--- config.mk ---
export PLATFORM = sky130hd
export DESIGN_NAME = uart_autobaud
export DESIGN_NICKNAME = d
export VERILOG_FILES = /design/src/rtl/uart_autobaud.sv
export SDC_FILE = /design/constraint.sdc
export NUM_CORES = 1
export LEC_CHECK = 0
export CAP_MARGIN = 10
export CORE_UTILIZATION = 30
export CTS_CLUSTER_SIZE = 40
export DETAILED_ROUTE_END_ITERATION = 8
export SETUP_SLACK_MARGIN = 0.15
export SLEW_MARGIN = 20
export SYNTH_ARGS = -nofsm -noshare
export SYNTH_HDL_FRONTEND = slang
export SYNTH_SLANG_ARGS = --single-unit
--- constraint.sdc ---
create_clock -name clk -period 3.79 [get_ports clk]
set_clock_uncertainty 0.1 [all_clocks]
set_input_delay 1.137 -clock clk [delete_from_list [all_inputs] [get_ports clk]]
set_output_delay 1.137 -clock clk [all_outputs]
set_load 0.01 [all_outputs]
--- src/rtl/uart_autobaud.sv ---
// Auto-baud front end for uart_rx: times a 0x55 sync character on the raw pin, programs div (bit period - 2), then forwards the line.
// Lock lands 2 cycles after the 5th falling edge is visible; no backpressure, hunt restarts the search from any state.
module uart_autobaud #(
    parameter int                   DIV_WIDTH   = 8,
    parameter logic [DIV_WIDTH-1:0] DEFAULT_DIV = 8'd102,
    parameter int                   MIN_BIT     = 4,
    parameter bit                   AUTO_START  = 1'b1
) (
    input  logic                 clk,
    input  logic                 rst,
    input  logic                 rx,
    output logic                 rx_out,
    output logic [DIV_WIDTH-1:0] div,
    input  logic                 hunt,
    output logic                 locked,
    output logic                 err_stb
);

    localparam int IW = DIV_WIDTH + 3;
    localparam int TW = DIV_WIDTH + 5;

    localparam logic [2:0] S_IDLE       = 3'd0;
    localparam logic [2:0] S_WAIT_IDLE  = 3'd1;
    localparam logic [2:0] S_WAIT_START = 3'd2;
    localparam logic [2:0] S_MEASURE    = 3'd3;
    localparam logic [2:0] S_COMPUTE    = 3'd4;
    localparam logic [2:0] S_LOCKED     = 3'd5;

    localparam logic [2:0]  RESET_STATE = AUTO_START ? S_WAIT_IDLE : S_IDLE;
    localparam logic [TW:0] MIN_T       = (TW+1)'(MIN_BIT);
    localparam logic [TW:0] MAX_T       = (TW+1)'((1 << DIV_WIDTH) + 1);

    logic [2:0]    state;
    logic [1:0]    sync_q;
    logic          rx_s;
    logic          rx_d;
    logic          fall;
    logic [3:0]    idle_cnt;
    logic [IW-1:0] icnt;
    logic [IW-1:0] ref_iv;
    logic [TW-1:0] total;
    logic [2:0]    edge_idx;
    logic          bad;

    logic [IW-1:0] diff;
    logic          dev_bad;
    logic [TW:0]   t_sum;
    logic [TW:0]   t_val;
    logic          accept;

    assign rx_s = sync_q[1];
    assign fall = rx_d & ~rx_s;

    always_comb begin
        diff    = (icnt >= ref_iv) ? (icnt - ref_iv) : (ref_iv - icnt);
        dev_bad = diff > (ref_iv >> 3);
        // Eight bit periods span the four intervals, so /8 with +4 rounds to the nearest period.
        t_sum   = {1'b0, total} + (TW+1)'(4);
        t_val   = t_sum >> 3;
        accept  = !bad && (t_val >= MIN_T) && (t_val <= MAX_T);
    end

    always_ff @(posedge clk or posedge rst) begin
        if (rst) begin
            state    <= RESET_STATE;
            sync_q   <= 2'b11;
            rx_d     <= 1'b1;
            rx_out   <= 1'b1;
            div      <= DEFAULT_DIV;
            locked   <= 1'b0;
            err_stb  <= 1'b0;
            idle_cnt <= '0;
            icnt     <= '0;
            ref_iv   <= '0;
            total    <= '0;
            edge_idx <= '0;
            bad      <= 1'b0;
        end else begin
            sync_q  <= {sync_q[0], rx};
            rx_d    <= rx_s;
            err_stb <= 1'b0;
            rx_out  <= (locked && !hunt) ? rx_s : 1'b1;

            if (hunt) begin
                locked   <= 1'b0;
                state    <= S_WAIT_IDLE;
                idle_cnt <= '0;
                icnt     <= '0;
                total    <= '0;
                edge_idx <= '0;
                bad      <= 1'b0;
            end else begin
                case (state)
                    S_WAIT_IDLE: begin
                        // Require 16 quiet cycles so we never start timing in the middle of a frame.
                        if (!rx_s) begin
                            idle_cnt <= '0;
                        end else if (idle_cnt == 4'd15) begin
                            idle_cnt <= '0;
                            state    <= S_WAIT_START;
                        end else begin
                            idle_cnt <= idle_cnt + 4'd1;
                        end
                    end
                    S_WAIT_START: begin
                        if (fall) begin
                            icnt     <= IW'(1);
                            edge_idx <= 3'd1;
                            total    <= '0;
                            bad      <= 1'b0;
                            state    <= S_MEASURE;
                        end
                    end
                    S_MEASURE: begin
                        if (fall) begin
                            icnt     <= IW'(1);
                            edge_idx <= edge_idx + 3'd1;
                            total    <= total + {2'b00, icnt};
                            if (edge_idx == 3'd1) begin
                                ref_iv <= icnt;
                            end else if (dev_bad) begin
                                bad <= 1'b1;
                            end
                            if (edge_idx == 3'd4) begin
                                state <= S_COMPUTE;
                            end
                        end else if (icnt == {IW{1'b1}}) begin
                            err_stb  <= 1'b1;
                            state    <= S_WAIT_IDLE;
                            icnt     <= '0;
                            total    <= '0;
                            edge_idx <= '0;
                        end else begin
                            icnt <= icnt + IW'(1);
                        end
                    end
                    S_COMPUTE: begin
                        if (accept) begin
                            div    <= DIV_WIDTH'(t_val - (TW+1)'(2));
                            locked <= 1'b1;
                            state  <= S_LOCKED;
                        end else begin
                            err_stb <= 1'b1;
                            state   <= S_WAIT_IDLE;
                        end
                        icnt     <= '0;
                        total    <= '0;
                        edge_idx <= '0;
                        bad      <= 1'b0;
                    end
                    default: ;
                endcase
            end
        end
    end

endmodule

==> impl_summary.txt <==
----------------------------------------------------
[Power and ir drop]
  Sequential share of power ... 33.4%
  Worst-case vdd ir drop ... 0.0001850 V
  Pint ... 1.451 mW
  Net switching power of the design ... 0.7154 mW
  Clock network fraction of total power ... 37.5%
  Combinational share of power ... 29.1%
  Fraction of power spent switching nets ... 33.03%
  LEAKAGE ... 2.428 nW
  Power consumption ... 2.166 mW
  Pwr/cell area ... 385.1 nW/um^2

[GRT]
  Total congestion overflow after global routing ... 0
  Number of antenna violations at the first check in global routing ... 0
  Total global-route track usage ... 14.39%
  Wire length of the first global-routing pass ... 18880 um
  Maximum number of pins on one net before global-route repair ... 61
  Vias in the first global route ... 3865

[Critical path]
  Critical-path top delay cell ... sky130_fd_sc_hd__dfrtp_1
  Cell seen most often among critical-path stages ... sky130_fd_sc_hd__ha_1
  Critical-path maximum fanout ... 6
  CP max stage delay ... 0.41 ns
  Data arrival time of the critical path ... 3.61 ns
  Worst-path cell chain ... inv_1 -> ha_1 -> or2_2 -> a21oi_2 -> nor2_1 -> a211oi_2 -> buf_4 -> mux2i_1 -> a221oi_1 -> xnor2_1 -> ha_1 -> o21a_1 -> o211ai_1 -> a21o_1 -> a21oi_1 -> a311o_1
  Count of buffering cells on the critical path with inverters included ... 2
  Startpoint kind of the worst setup timing path ... flop
  Largest delay share family, worst path ... compound AO/OA/AOI/OAI gates
  WP data required ... 3.90 ns
  Element type at the critical path end ... flop
  Setup CP Type ... flop to flop

[Synthesis]
  Dominant cells by area after synthesis ... sky130_fd_sc_hd__dfrtp_1 (27%), sky130_fd_sc_hd__ha_1 (13%), sky130_fd_sc_hd__xnor2_1 (5.5%)
  Commonest cells post-synth ... sky130_fd_sc_hd__nand2_1 (52), sky130_fd_sc_hd__dfrtp_1 (51), sky130_fd_sc_hd__ha_1 (48), sky130_fd_sc_hd__o21ai_0 (47), sky130_fd_sc_hd__nor2_1 (41)
  Number of instances in the synthesized netlist ... 546
  Warnings from Yosys ... 0
  Post-synth EDFFs ... 0
  Main flop type after synthesis ... sky130_fd_sc_hd__dfrtp_1
  Combined area of all synthesized cells ... 4740 um^2
  Average instance area after synthesis ... 8.680 um^2
  Synth Register Bits ... 60
  Fraction of registers with async set/reset ... 100.0%
  Most instantiated library cell after synthesis ... sky130_fd_sc_hd__nand2_1
  Number of distinct library cell variants in the gate-level netlist after synthesis ... 61
  Proportion of synthesized chip area in sequential cells ... 31.92%
  Top cell type's share of synthesized area ... 26.93%
  Top cell type by total area after synthesis ... sky130_fd_sc_hd__dfrtp_1
  Synth Net Count ... 601

[Floorplan]
  Core Box Area ... 15310 um^2
  Die outline width ... 127.7 um
  Effective utilization at floorplan ... 30.95%
  Ports placed on the boundary ... 15
  Die Area ... 16300 um^2
  Die H ... 127.7 um
  Rows ... 45

[Place]
  Weighted congestion reported at the end of routability-driven placement ... 0.8811
  Hpwl dp ... 8472 um
  Port Buffer Count ... 14

[Clocking]
  Cts bufs inserted ... 9
  Skew-Pair Late Insertion Delay ... 0.33 ns
  Htree depth ... 3
  Maximum clock insertion buffer count ... 2
  Clock tree from TritonCTS ... done
  Clock transition at path regs ... 0.06 ns
  Clk sinks ... 60
  CTS Hold Buffers Added ... 0
  CTS Root Buffer Type ... sky130_fd_sc_hd__clkbuf_16

[Detailed routing]
  Routed WL per cell ... 14.36 um
  Post-detailed-routing wire length ... 11410 um
  Average vias per placed instance ... 5.081
  Total vias in the final route ... 4034
  Number of nets still failing antenna checks after routing ... 0
  Number of DRC markers in iteration 0 ... 227
  First-pass iteration count of the detailed router ... 5
  Final routed DRC violation total ... 0

[STA]
  Transition at the pin with the smallest max-transition slack ... 0.9271 ns
  RSZ-0062 raised after global routing ... yes
  Min Clock Period, post-route ... 3.500 ns
  Worst max-slew margin expressed relative to the limit ... 38.19%
  Final setup fails ... 0
  Final hold violation count ... 0
  Count of final max-slew check failures ... 0
  Final period utilization ... 92.34%
  Setup TNS ... 0 ns
  Max Freq ... 0.2857 GHz

[Layout]
  Fraction of final layout cells sized beyond drive strength 1 ... 15.61%
  # diodes ... 0
  Post-layout net count ... 633
  Area added between synthesis and finish ... 18.69%

[Flow run]
  Number of maximum-capacitance constraint violations ... 0

[Run status]
  Result of the run ... finished clean

[Worst hold path]
  Type of the worst min-delay path ... flop to flop

----------------------------------------------------
state kept, by name (all words and copies together) (netlist names):
register	flops
bad	1
locked	1
idle_cnt	4
ref_iv	11
err_stb	1
state	3
total	13
icnt	11
edge_idx	3
div	8
sync_q	2
rx_out	1
rx_d	1
power groups by stage:
stage	clock, mW	combinational [mW]	sequential, mW
6_report	0.812	0.630	0.725
5_1_grt	0.848	0.704	0.731
4_1_cts	0.825	0.618	0.723
3_5_place_dp	0	0.611	0.734
3_3_place_gp	0	0.616	0.732
2_1_floorplan	0	0.450	0.724
repair_timing:
action                                  4_1_cts  5_1_grt
pin swaps                                     0        6
resized for setup                             0       23
endpoints found under the setup margin        1        1
setup buffers                                 1        4
placed cells by master, fill, tap and decap left out, drive strengths merged, types with 10 or more instances in the layout:
cell type | Yosys | layout
nand2 | 52 | 52
dfrtp | 51 | 51
o21ai | 49 | 49
ha | 48 | 48
nor2 | 42 | 42
a21oi | 42 | 42
inv | 36 | 36
xnor2 | 30 | 30
buf | 13 | 28
nor3 | 16 | 16
clkdlybuf4s50 | 0 | 14
nand3 | 14 | 14
mux2 | 12 | 12
nand4 | 11 | 11
xor2 | 10 | 10
worst register-to-register path: cells and delay by family, from the launching register on:
family,cells,cell delay (ns)
buffers and inverters,2,0.32
XOR/XNOR,1,0.16
AO/OA/AOI/OAI,8,1.45
AND/OR/NAND/NOR,2,0.39
adder cells (fa/ha/maj),2,0.47
flip-flops,1,0.41
multiplexers,1,0.08
worst paths after layout:
kind / start / to / slack, ns / cells past startpoint
worst max-delay path: ref_iv[5]$_DFFE_PP0P_ / bad$_DFFE_PP0P_ / 0.29 / 16
worst min-delay path: sync_q[0]$_DFF_PP1_ / sync_q[1]$_DFF_PP1_ / 0.25 / 0
worst max register to register: ref_iv[5]$_DFFE_PP0P_ / bad$_DFFE_PP0P_ / 0.29 / 16
worst min register to register: sync_q[0]$_DFF_PP1_ / sync_q[1]$_DFF_PP1_ / 0.25 / 0
max in group asynchronous: rst / icnt[7]$_DFFE_PP0P_ / 1.77 / 3
min in group asynchronous: rst / div[3]$_DFFE_PP0P_ / 1.26 / 3
metal layers:
layer  GRT usage (%)  wire length, um  vias to the layer above
met5               0                0                        -
met4           5.121              153                        0
met1           19.55             5492                     1946
met2           23.88             5389                       85
met3           1.377              371                       13
li1                -                -                     1990
cell families after synthesis:
group | synth area share, %
xor+xnor | 7.392
mux | 4.461
fa+ha+maj | 13.94
simple gates | 18.24
flops | 31.92
buf+inv | 5.465
compound gates | 18.59
per-stage QoR:
step | utilization (%) | setup slack (ns) | hold WS (ns) | instances | cell area [um^2]
finish | 36.73 | 0.2902 | 0.2550 | 794 | 5625
global route | 36.73 | 0.08921 | 0.2594 | 794 | 5625
CTS | 35.87 | 0.1564 | 0.2554 | 790 | 5493
detailed placement | 33.91 | 0.1211 | 0.2472 | 773 | 5192
global placement | 33.91 | 0.2504 | 0.2459 | 773 | 5192
floorplan | - | 0.1619 | 0.2452 | 546 | 4740
cell type report:
cell class,count,area [um^2]
timing repair buffer,42,350.3
sequential,60,1514
tap,211,264.0
clock buffer,9,225.2
multi-input combinational,429,3069
clock inverter,7,67.56
fill,1565,9689
inverter,36,135.1
Power figures use the tool's default switching activity.
